--- config.mk ---
export PLATFORM = sky130hd
export DESIGN_NAME = zint_ctrl
export DESIGN_NICKNAME = d
export VERILOG_FILES = /design/src/rtl/zint_pkg.sv /design/src/rtl/zint_sync.sv /design/src/rtl/zint_ctrl.sv
export SDC_FILE = /design/constraint.sdc
export NUM_CORES = 1
export LEC_CHECK = 0
export ABC_AREA = 1
export CAP_MARGIN = 20
export CORE_ASPECT_RATIO = 1.5
export CORE_MARGIN = 8
export CORE_UTILIZATION = 40
export DETAILED_ROUTE_END_ITERATION = 8
export PLACE_DENSITY = 0.73
export RECOVER_POWER = 25
export SETUP_SLACK_MARGIN = 0.4
export SLEW_MARGIN = 20
export SYNTH_ARGS = -nofsm -noshare
export SYNTH_HDL_FRONTEND = slang
export SYNTH_HIERARCHICAL = 1
export SYNTH_SLANG_ARGS = --single-unit
--- constraint.sdc ---
create_clock -name fclk -period 2.4 [get_ports fclk]
set_input_delay 0.24 -clock fclk [delete_from_list [all_inputs] [get_ports fclk]]
set_output_delay 0.24 -clock fclk [all_outputs]
set_load 0.005 [all_outputs]
--- src/rtl/zint_pkg.sv ---
`default_nettype none
// ============================================================================
//  Module      : zint_pkg
//  Description : Register map, FSM state encoding and CTRL bit positions for
//                the ZX-bus interrupt controller.
//  Revision    : 1.0 - initial release
// ============================================================================
package zint_pkg;

    localparam logic [1:0] ZINT_ENA  = 2'd0;
    localparam logic [1:0] ZINT_MODE = 2'd1;
    localparam logic [1:0] ZINT_PEND = 2'd2;
    localparam logic [1:0] ZINT_CTRL = 2'd3;

    typedef logic [1:0] zint_state_t;
    localparam zint_state_t ST_IDLE   = 2'd0;
    localparam zint_state_t ST_ASSERT = 2'd1;
    localparam zint_state_t ST_WAIT   = 2'd2;

    localparam int CTRL_GEN_BIT = 0;
    localparam int CTRL_IDX_LSB = 4;
    localparam int CTRL_IDX_MSB = 6;
    localparam int CTRL_INT_BIT = 7;

endpackage
`default_nettype wire

--- src/rtl/zint_sync.sv ---
`default_nettype none
// ============================================================================
//  Module      : zint_sync
//  Description : Per-channel polarity normalise, synchroniser chain and
//                rising-edge detect on the synchronised active level.
//  Revision    : 1.0 - initial release
// ============================================================================
module zint_sync #(
    parameter int SYNC_STAGES = 2,
    parameter bit POL         = 1'b1
) (
    input  logic fclk,
    input  logic rst,
    input  logic irq_raw,
    output logic s,
    output logic rise
);

    logic [SYNC_STAGES-1:0] r_chain;
    logic                   r_prev;
    logic                   w_norm;

    // Normalised so that 1 always means "active", whatever the pin polarity.
    assign w_norm = irq_raw ^ ~POL;

    always_ff @(posedge fclk or posedge rst) begin
        if (rst) begin
            r_chain <= '0;
            r_prev  <= 1'b0;
        end else begin
            r_chain <= {r_chain[SYNC_STAGES-2:0], w_norm};
            r_prev  <= r_chain[SYNC_STAGES-1];
        end
    end

    assign s    = r_chain[SYNC_STAGES-1];
    assign rise = s & ~r_prev;

endmodule
`default_nettype wire

--- src/rtl/zint_ctrl.sv ---
`default_nettype none
// ============================================================================
//  Module      : zint_ctrl
//  Description : NCH-channel interrupt controller with edge/level pending
//                bits, enable mask, priority encoder and level or pulse output.
//  Revision    : 1.0 - initial release
// ============================================================================
module zint_ctrl
    import zint_pkg::*;
#(
    parameter int         NCH         = 4,
    parameter logic [7:0] IRQ_POL     = 8'h00,
    parameter int         SYNC_STAGES = 2,
    parameter int         PULSE_LEN   = 0
) (
    input  logic           fclk,
    input  logic           rst,
    input  logic [NCH-1:0] irq_raw,
    input  logic           wr_en,
    input  logic [1:0]     addr,
    input  logic [7:0]     wrdata,
    output logic [7:0]     rddata,
    output logic           internal_int,
    output logic           zint_req
);

    logic [NCH-1:0] r_ena;
    logic [NCH-1:0] r_mode;
    logic [NCH-1:0] r_pend;
    logic           r_gen;

    logic [NCH-1:0] w_s;
    logic [NCH-1:0] w_rise;
    logic [NCH-1:0] w_clr;
    logic [NCH-1:0] w_pend_nxt;
    logic [NCH-1:0] w_masked;
    logic           w_any;
    logic [2:0]     w_idx;
    logic           w_unused;

    assign w_unused = ^wrdata;

    for (genvar i = 0; i < NCH; i++) begin : g_ch
        zint_sync #(
            .SYNC_STAGES (SYNC_STAGES),
            .POL         (IRQ_POL[i])
        ) u_sync (
            .fclk    (fclk),
            .rst     (rst),
            .irq_raw (irq_raw[i]),
            .s       (w_s[i]),
            .rise    (w_rise[i])
        );
    end

    assign w_clr = (wr_en && addr == ZINT_PEND) ? wrdata[NCH-1:0] : '0;

    // Edge channels: set beats a simultaneous write-1 clear. Level channels track s.
    assign w_pend_nxt = (r_mode & (w_rise | (r_pend & ~w_clr))) | (~r_mode & w_s);

    assign w_masked = r_pend & r_ena;
    assign w_any    = |w_masked;

    always_ff @(posedge fclk or posedge rst) begin
        if (rst) begin
            r_ena        <= '0;
            r_mode       <= '0;
            r_pend       <= '0;
            r_gen        <= 1'b0;
            internal_int <= 1'b0;
        end else begin
            if (wr_en && addr == ZINT_ENA)  r_ena  <= wrdata[NCH-1:0];
            if (wr_en && addr == ZINT_MODE) r_mode <= wrdata[NCH-1:0];
            if (wr_en && addr == ZINT_CTRL) r_gen  <= wrdata[CTRL_GEN_BIT];
            r_pend       <= w_pend_nxt;
            internal_int <= w_any;
        end
    end

    // Descending scan so the lowest-index hit is the last one written.
    always_comb begin
        w_idx = '0;
        for (int i = NCH - 1; i >= 0; i--) begin
            if (w_masked[i]) w_idx = 3'(i);
        end
    end

    always_comb begin
        rddata = '0;
        case (addr)
            ZINT_ENA:  rddata[NCH-1:0] = r_ena;
            ZINT_MODE: rddata[NCH-1:0] = r_mode;
            ZINT_PEND: rddata[NCH-1:0] = r_pend;
            default: begin
                rddata[CTRL_GEN_BIT]              = r_gen;
                rddata[CTRL_IDX_MSB:CTRL_IDX_LSB] = w_idx;
                rddata[CTRL_INT_BIT]              = internal_int;
            end
        endcase
    end

    if (PULSE_LEN == 0) begin : g_level
        always_ff @(posedge fclk or posedge rst) begin
            if (rst) zint_req <= 1'b0;
            else     zint_req <= r_gen & w_any;
        end
    end else begin : g_pulse
        localparam logic [7:0] c_LOAD = 8'(PULSE_LEN - 1);

        zint_state_t r_state;
        logic [7:0]  r_cnt;
        logic        w_evt;

        // Re-fire from WAIT only on a fresh edge, not on a still-held pending bit.
        assign w_evt = |(w_rise & r_mode & r_ena);

        always_ff @(posedge fclk or posedge rst) begin
            if (rst) begin
                r_state  <= ST_IDLE;
                r_cnt    <= '0;
                zint_req <= 1'b0;
            end else begin
                case (r_state)
                    ST_IDLE: begin
                        if (r_gen && w_any) begin
                            r_state  <= ST_ASSERT;
                            r_cnt    <= c_LOAD;
                            zint_req <= 1'b1;
                        end
                    end
                    ST_ASSERT: begin
                        if (!r_gen) begin
                            r_state  <= ST_IDLE;
                            zint_req <= 1'b0;
                        end else if (r_cnt == '0) begin
                            r_state  <= ST_WAIT;
                            zint_req <= 1'b0;
                        end else begin
                            r_cnt <= r_cnt - 8'd1;
                        end
                    end
                    ST_WAIT: begin
                        if (!r_gen) begin
                            r_state <= ST_IDLE;
                        end else if (w_evt) begin
                            r_state  <= ST_ASSERT;
                            r_cnt    <= c_LOAD;
                            zint_req <= 1'b1;
                        end else if (!w_any) begin
                            r_state <= ST_IDLE;
                        end
                    end
                    default: begin
                        r_state  <= ST_IDLE;
                        zint_req <= 1'b0;
                    end
                endcase
            end
        end
    end

endmodule
`default_nettype wire

==> impl_metrics.json, run 1 <==
{
  "antenna_found_initial": 0,
  "hold_class": "reg -> reg",
  "crit_chain": "nand2_1 -> nand2_1 -> nor3_1 -> clkdlybuf4s50_1",
  "whs_path_depth": 0,
  "grt_max_degree": 17,
  "post-dp-hpwl_um": 2170,
  "num_rows": 24,
  "post-route-cell-area_um2": 1500,
  "hp-start": "g_ch[3].u_sync/r_chain[0]",
  "syn_area_per_cell_um2": 8.80,
  "ctsHoldBuffers": 0,
  "htree_num_levels": 1,
  "layout_common_cells": "35 x nand2_1, 27 x dfrtp_1, 23 x inv_1",
  "seqCellArea_um2": 676,
  "path_clk_slew_ns": 0.09,
  "die_h_um": 82.8,
  "r2r_slack_ns": 1.50,
  "critPathRequiredTime_ns": 2.16,
  "synth_cell_type_count": 19,
  "wire_per_inst_um": 13.6,
  "fin_tns_setup_ns": 0,
  "grt_pass1_vias": 1011,
  "layout_commonest_cell": "nand2_1",
  "die_x_um": 60.5,
  "wirelength_um": 2700,
  "place_area_um2": 1440,
  "antennaDiodeCount": 0,
  "r2r-end": "zint_req",
  "crit_fanout": 3,
  "maxSlewViolCount": 0,
  "ys.flop_type": "dfrtp_1",
  "dr.pass1.iters": 4,
  "first_iter_violations": 20,
  "synthAdderAreaFrac_pct": 0,
  "syn-num-nets": 152,
  "final_antenna_net_count": 0,
  "cts_max_path_buffers": 2,
  "num_vias": 948,
  "io_buffers": 21,
  "root_buffer": "clkbuf_8",
  "core-area_um2": 2880,
  "period_minus_slack_ns": 1.83,
  "cts_tree": "built",
  "synthMuxAreaShare_pct": 0,
  "arrival_ns": 1.59,
  "min_period_over_period_pct": 76.4,
  "synth_area_um2": 1190,
  "synth_warnings": 6,
  "cts.sinks": 27,
  "grt_usage_pct": 12.5,
  "dieArea_um2": 5010,
  "crit_top_cell": "nand2_1",
  "pin_count": 27,
  "timing.final.hold_violations": 0,
  "skew_ns": 0.00533,
  "p_leak_uw": 0.000763,
  "syn_inst": 135,
  "r2r_start": "r_pend[0]",
  "crit_path_end_kind": "primary output",
  "crit_type": "reg -> out",
  "worstHoldEndpoint": "g_ch[3].u_sync/r_chain[1]",
  "worstSkewPairLatency_ns": 0.27,
  "area_delta_synth_final_pct": 26.5,
  "num-nets-final": 178,
  "cts_buffers": 3,
  "status": "finished clean",
  "synth_seq_cells": 27,
  "clock.fmax_mhz": 545,
  "gp_congestion": 0.836,
  "gr-total-overflow": 0,
  "finalSetupViolCount": 0,
  "fillers": 274,
  "ir_worst_vdd_mv": 0.327,
  "yosysSeqAreaShare_pct": 56.8,
  "viasPerCell": 4.76,
  "synth_top_family_by_area": "simple AND/OR/NAND/NOR gates",
  "drc": 0,
  "relSlewSlack_pct": 62.1,
  "synth-simple-area-share_pct": 25.6,
  "synth_xor_area_share_pct": 0,
  "synth_compound_area_share_pct": 7.79,
  "initial_core_util_pct": 41.2,
  "worstMarginPinSlew_ns": 0.568,
  "path_delay_family": "buffers and inverters",
  "async_reset_ff_share_pct": 100,
  "powerDensity_nw_per_um2": 679,
  "slowest_stage": "clkdlybuf4s50_1",
  "rsz0062_at_grt": "false",
  "grt_pass1_wl_um": 4600,
  "multi_input_area_um2": 403,
  "drive_above_1_share_pct": 13.8,
  "max_cap_violations": 0,
  "path_buf_inv": 1,
  "setup.worst_path.start_class": "flop",
  "synth_edf_count": 0,
  "reg2reg_depth": 3,
  "slowest_delay_ns": 0.53
}
## sequential cells by signal, indices dropped and copies added (netlist names)
register and cells:
g_ch.u_sync/r_chain 8, g_ch.u_sync/r_prev 4, r_ena 4, r_mode 4, r_pend 4, internal_int 1
r_gen 1, zint_req 1
## area by class of cell
class                      instances  share of cell area, %
clock inverter                     1                  0.499
timing repair buffer              23                   15.3
tap                               39                   3.24
sequential                        27                   44.9
inverter                          26                   6.49
multi-input combinational         80                   26.8
clock buffer                       3                   2.75
## where the power goes
group	internal (µW)	switching (µW)	total (µW)
sequential	508	42.4	551
combinational	104	105	210
clock	118	143	261
## Yosys cell counts, types with 2 or more instances
master / number / area (µm²)
o21ai_2: 4 / 35.0
inv_1: 23 / 86.3
o21ai_1: 5 / 25.0
nor2_2: 4 / 25.0
nand4_1: 5 / 31.3
nor2_1: 10 / 37.5
inv_2: 3 / 11.3
a21oi_1: 5 / 25.0
nand2_1: 35 / 131
dfrtp_1: 27 / 676
buf_4: 2 / 15.0
nand3_1: 5 / 25.0
## worst max path at each step
stage,startpoint,to,slack (ns),depth (start not counted)
4_1_cts,addr[1],rddata[0],0.42,6
6_report,r_pend[0],rddata[5],0.57,4
5_1_grt,r_pend[1],rddata[5],0.51,4
3_3_place_gp,addr[0],rddata[0],0.40,6
2_1_floorplan,addr[1],rddata[4],1.41,5
3_5_place_dp,addr[1],rddata[0],0.37,6
## cell families after synthesis
family                 Yosys count
and+or+nand+nor                 64
DFF                             27
other                            1
AOI/OAI and AO/OA               15
buffers and inverters           28
## what timing repair did
| item | in CTS | in global routing |
|---|---|---|
| resized for setup | 2 | 2 |
| endpoints found under the setup margin | 4 | 4 |
| pin swaps | 1 | 1 |
| buffers inserted | 1 | 0 |
## through the flow
step | setup WS (ns) | hold WS [ns] | util, % | power (µW) | instances
after floorplan | 1.41 | -0.00636 | - | 663 | 135
after global placement | 0.405 | 0.336 | 50.0 | 753 | 194
after detailed placement | 0.374 | 0.340 | 50.0 | 768 | 194
after CTS | 0.416 | 0.284 | 52.0 | 1030 | 199
after global routing | 0.506 | 0.377 | 52.2 | 1080 | 199
final | 0.565 | 0.357 | 52.2 | 1020 | 199
## layer usage
layer | global-route usage (%) | part of all wire (%) | vias to the layer above
li1 | - | - | 459
met1 | 11.7 | 36 | 449
met2 | 23.4 | 56 | 30
met3 | 2.48 | 4.6 | 10
met4 | 8.20 | 3.5 | 0
met5 | 0 | 0 | -
(Power assumes the default switching activity.)
==> run 2: changes to the inputs <==
Clock period 2.4 ns to 1.9 ns, I/O delays scaled along.
==> run 2 against run 1 <==
Against the previous run:
- count of clock-buffer cells in the layout stayed put
- non-clock buffer count grew 5
- critical path depth up 3
- clock power grew 23%
- sequential cell count stayed put
- combinational power grew 31%
- critical path type is now in -> out
==> impl_metrics.json, run 2 (synthesized netlist as in run 1, its figures left out) <==
{
  "cts_max_path_buffers": 2,
  "drive_above_1_share_pct": 20.0,
  "root_buffer": "clkbuf_8",
  "finalPower_uw": 1290,
  "rsz0062_at_grt": "false",
  "max_cap_violations": 0,
  "grt_pass1_vias": 1009,
  "antenna_found_initial": 0,
  "setup_slack_ns": 0.444,
  "wirelength_um": 2630,
  "cts_tree": "built",
  "placed_cells": 197,
  "final_util_pct": 53.4,
  "num_rows": 24,
  "critPathRequiredTime_ns": 1.71,
  "dr.pass1.iters": 4,
  "min_period_over_period_pct": 76.6,
  "layout_common_cells": "33 x nand2_1, 27 x dfrtp_1, 23 x inv_1",
  "largest_reg_flops": 8,
  "arrival_ns": 1.27,
  "worstSkewPairLatency_ns": 0.27,
  "gr-total-overflow": 0,
  "num_vias": 940,
  "pin_count": 27,
  "clock.fmax_mhz": 687,
  "fin_tns_setup_ns": 0,
  "path_clk_slew_ns": 0.09,
  "powerDensity_nw_per_um2": 839,
  "viasPerCell": 4.61,
  "setup.worst_path.start_class": "input pin",
  "dieArea_um2": 5010,
  "htree_num_levels": 1,
  "num-nets-final": 183,
  "post-dp-hpwl_um": 2070,
  "p_leak_uw": 0.000824,
  "finalSetupViolCount": 0,
  "die_x_um": 60.5,
  "slowest_stage": "dlygate4sd2_1",
  "layout_commonest_cell": "nand2_1",
  "crit_chain": "dlygate4sd2_1 -> buf_4 -> nor2_4 -> buf_4 -> nand2_1 -> nand3_1 -> dlygate4sd2_1",
  "path_buf_inv": 4,
  "grt_max_degree": 16,
  "worstMarginPinSlew_ns": 0.554,
  "gp_congestion": 0.817,
  "period_minus_slack_ns": 1.46,
  "core-area_um2": 2880,
  "cts.sinks": 27,
  "crit_type": "in -> out",
  "drc": 0,
  "relSlewSlack_pct": 63.1,
  "hold_class": "in -> async",
  "skew_ns": 0.00790,
  "initial_core_util_pct": 41.2,
  "ir_worst_vdd_mv": 0.386,
  "area_delta_synth_final_pct": 29.5,
  "slowest_delay_ns": 0.28,
  "die_h_um": 82.8,
  "final_antenna_net_count": 0,
  "top_register": "g_ch.u_sync/r_chain",
  "path_depth": 7,
  "grt_pass1_wl_um": 4290,
  "path_delay_family": "buffers and inverters",
  "crit_path_end_kind": "primary output",
  "first_iter_violations": 9,
  "reg2reg_depth": 3,
  "wire_per_inst_um": 12.9,
  "grt_usage_pct": 11.5,
  "crit_fanout": 4,
  "ctsHoldBuffers": 0,
  "status": "finished clean",
  "io_buffers": 21,
  "antennaDiodeCount": 0,
  "maxSlewViolCount": 0,
  "cts_buffers": 3,
  "stdcell_count": 204,
  "dpl_worst_slack_ns": -0.0375,
  "timing.final.hold_violations": 0
}
[run 2: changes by cell type in the layout (fill, tap and decap cells not counted), sizes merged]
cell and delta:
dlygate4sd2 +3, buf +5, clkdlybuf4s15 +1, clkinv +1, clkinvlp -1, clkdlybuf4s50 -8
dlymetal6s2s +1, dlygate4sd3 +1, clkbuf +2
[run 2: cell type report]
cell class                      count  area (µm²)
Inverter                           26        97.6
Tap cell                           39        48.8
Multi-Input combinational cell     80         413
Timing Repair Buffer               28         258
Sequential cell                    27         676
Clock inverter                      1        5.00
Fill cell                         280        1340
Clock buffer                        3        41.3
[run 2: final timing paths]
check                                          start                         to  slack, ns
setup / recovery                             addr[0]                  rddata[2]       0.44
hold / removal                                   rst  g_ch[0].u_sync/r_chain[0]       0.32
setup reg to reg                            r_ena[0]                   zint_req       1.02
hold reg to reg            g_ch[3].u_sync/r_chain[0]  g_ch[3].u_sync/r_chain[1]       0.35
max in group asynchronous                        rst                  r_mode[3]       1.02
min in group fclk          g_ch[3].u_sync/r_chain[0]  g_ch[3].u_sync/r_chain[1]       0.35
[run 2: through the flow]
step	hold WS (ns)	area, µm²
global route	0.338	1540
floorplan	-0.0564	1190
global placement	0.336	1460
CTS	0.233	1530
finish	0.322	1540
detailed placement	0.338	1460
[run 2: power by group]
| group | internal [µW] | switching (µW) | leakage, µW | total (µW) |
|---|---|---|---|---|
| logic | 136 | 138 | 0.000478 | 275 |
| clock network | 147 | 173 | 0.0000255 | 320 |
| registers | 642 | 54.6 | 0.000321 | 697 |
[run 2: worst register-to-register path, delay by kind of cell, from the launching register on]
family / cells / cell delay [ns]
flip-flops: 1 / 0.42
AND/OR/NAND/NOR: 2 / 0.19
AO/OA/AOI/OAI: 1 / 0.17
[run 2: timing repair]
action | CTS | global route
setup buffers | 1 | 2
pin swaps | 1 | 0
gates resized for setup | 14 | 6
setup endpoints to repair | 7 | 4
[run 2: layer usage]
layer | up-vias | track usage (%) | routed length [µm]
li1 | 471 | - | -
met1 | 438 | 10.6 | 955
met2 | 24 | 22.1 | 1480
met3 | 7 | 2.33 | 116
met4 | 0 | 6.79 | 72
met5 | - | 0 | 0
==> run 3: changes to the inputs <==
Settings changed: PLACE_DENSITY 0.73 to 0.76.
Clock period 1.9 ns to 1.3 ns, I/O delays scaled along.
==> run 3 against run 2 <==
Against the previous run:
- the flow now finishes with violations (negative setup slack)
- count of clock-buffer cells in the layout is 1 higher
- combinational power is 130% higher
- critical endpoint is now rddata[5]
- utilization is 6.7 points higher
- total power is 63% higher
- first-iteration DRC count is 56% higher
- wire length is 17% higher
- clock skew is 0.0040 ns lower
- final cell count is 8.8% higher
- critical path type is now reg -> out
- critical path depth is 1 lower
- highest routed layer unchanged
==> impl_metrics.json, run 3 (synthesized netlist as in run 1, its figures left out) <==
{
  "status": "finished, violations left",
  "violations": "negative setup slack",
  "critPathRequiredTime_ns": 1.17,
  "whs_ns": 0.271,
  "crit_fanout": 2,
  "die_x_um": 60.5,
  "path_clk_slew_ns": 0.09,
  "worstSkewPairLatency_ns": 0.27,
  "antennaDiodeCount": 0,
  "grt_usage_pct": 13.0,
  "cts_max_path_buffers": 2,
  "largest_reg_flops": 8,
  "io_buffers": 21,
  "gp_congestion": 0.821,
  "final_antenna_net_count": 0,
  "die_h_um": 82.8,
  "grt_pass1_vias": 1070,
  "cts_buffers": 3,
  "placed_cells": 212,
  "dr.pass1.iters": 4,
  "ir_worst_vdd_mv": 0.612,
  "top_register": "g_ch.u_sync/r_chain",
  "core-area_um2": 2880,
  "wire_per_inst_um": 13.9,
  "min_period_over_period_pct": 101,
  "drc": 0,
  "powerDensity_nw_per_um2": 1210,
  "p_leak_uw": 0.000918,
  "finalSetupViolCount": 1,
  "viasPerCell": 4.65,
  "num_rows": 24,
  "initial_core_util_pct": 41.2,
  "wirelength_um": 3090,
  "post-dp-hpwl_um": 2160,
  "place_area_um2": 1580,
  "num_vias": 1032,
  "htree_num_levels": 1,
  "pin_count": 27,
  "root_buffer": "clkbuf_8",
  "clock.fmax_mhz": 758,
  "timing.final.hold_violations": 0,
  "area_delta_synth_final_pct": 45.8,
  "crit_type": "reg -> out",
  "final_util_pct": 60.1,
  "post-route-cell-area_um2": 1730,
  "max_cap_violations": 0,
  "layout_commonest_cell": "dfrtp_1",
  "dieArea_um2": 5010,
  "setup_slack_ns": -0.0192,
  "drive_above_1_share_pct": 41.0,
  "cts_tree": "built",
  "ctsHoldBuffers": 0,
  "setup.worst_path.start_class": "flop",
  "period_minus_slack_ns": 1.32,
  "dpl_worst_slack_ns": -0.467,
  "gr-total-overflow": 0,
  "layout_common_cells": "27 x dfrtp_1, 24 x nand2_1, 21 x inv_1",
  "first_iter_violations": 14,
  "grt_max_degree": 16,
  "arrival_ns": 1.19,
  "crit_path_end_kind": "primary output",
  "stdcell_count": 222,
  "rsz0062_at_grt": "true",
  "num-nets-final": 201,
  "maxSlewViolCount": 0,
  "hold_class": "in -> async",
  "skew_ns": 0.00394,
  "antenna_found_initial": 0,
  "grt_pass1_wl_um": 4860,
  "cts.sinks": 27
}
[run 3: metrics by stage]
step / power (µW) / TNS, ns
6_report: 2100 / -0.0192
3_3_place_gp: 1510 / -3.10
3_5_place_dp: 1530 / -3.48
4_1_cts: 2000 / 0
5_1_grt: 2210 / -0.150
2_1_floorplan: 1220 / 0
[run 3: layout make-up]
| type | count | area [µm²] |
|---|---|---|
| fillers | 258 | 1150 |
| flip-flops and latches | 27 | 676 |
| multi-input cells | 80 | 470 |
| repair buffers | 46 | 395 |
| inverters | 26 | 97.6 |
| well taps | 39 | 48.8 |
| clock buffers | 4 | 45.0 |
[run 3: report_power, final]
part	total, µW	internal, µW	switching [µW]
clock	468	219	248
combinational	621	334	287
sequential	1020	938	77.6
total	2100	1490	613
[run 3: repair_timing]
| item | CTS | global route |
|---|---|---|
| pin swaps | 4 | 6 |
| setup endpoints to repair | 23 | 15 |
| gates resized for setup | 51 | 27 |
| buffers inserted | 4 | 2 |
| gates cloned | 0 | 0 |
[run 3: per-layer routing]
metal,up-vias,global-route usage (%),share of wire [%]
li1,506,-,-
met1,499,13.7,39
met2,21,24.1,55
met3,6,2.33,3.7
met4,0,5.62,1.9
met5,-,0,0
[run 3: worst max-delay path, stage by stage (launching register included)]
cell,delay [ns]
dfrtp_1,0.38
buf_6,0.11
nand2_2,0.04
nand2_2,0.06
inv_2,0.04
nor3_2,0.14
buf_2,0.14
[run 3: worst paths after layout]
| path | slack [ns] | cells after the start | endpoint | from |
|---|---|---|---|---|
| max reg2reg | 0.04 | 7 | zint_req | r_ena[3] |
| max | -0.02 | 6 | rddata[5] | r_ena[3] |
| min in group fclk | 0.33 | 2 | g_ch[1].u_sync/r_chain[0] | irq_raw[1] |
| min reg2reg | 0.36 | 0 | g_ch[0].u_sync/r_chain[1] | g_ch[0].u_sync/r_chain[0] |
| max in group asynchronous | 0.70 | 3 | r_ena[2] | rst |
| min | 0.27 | 2 | g_ch[1].u_sync/r_chain[0] | rst |
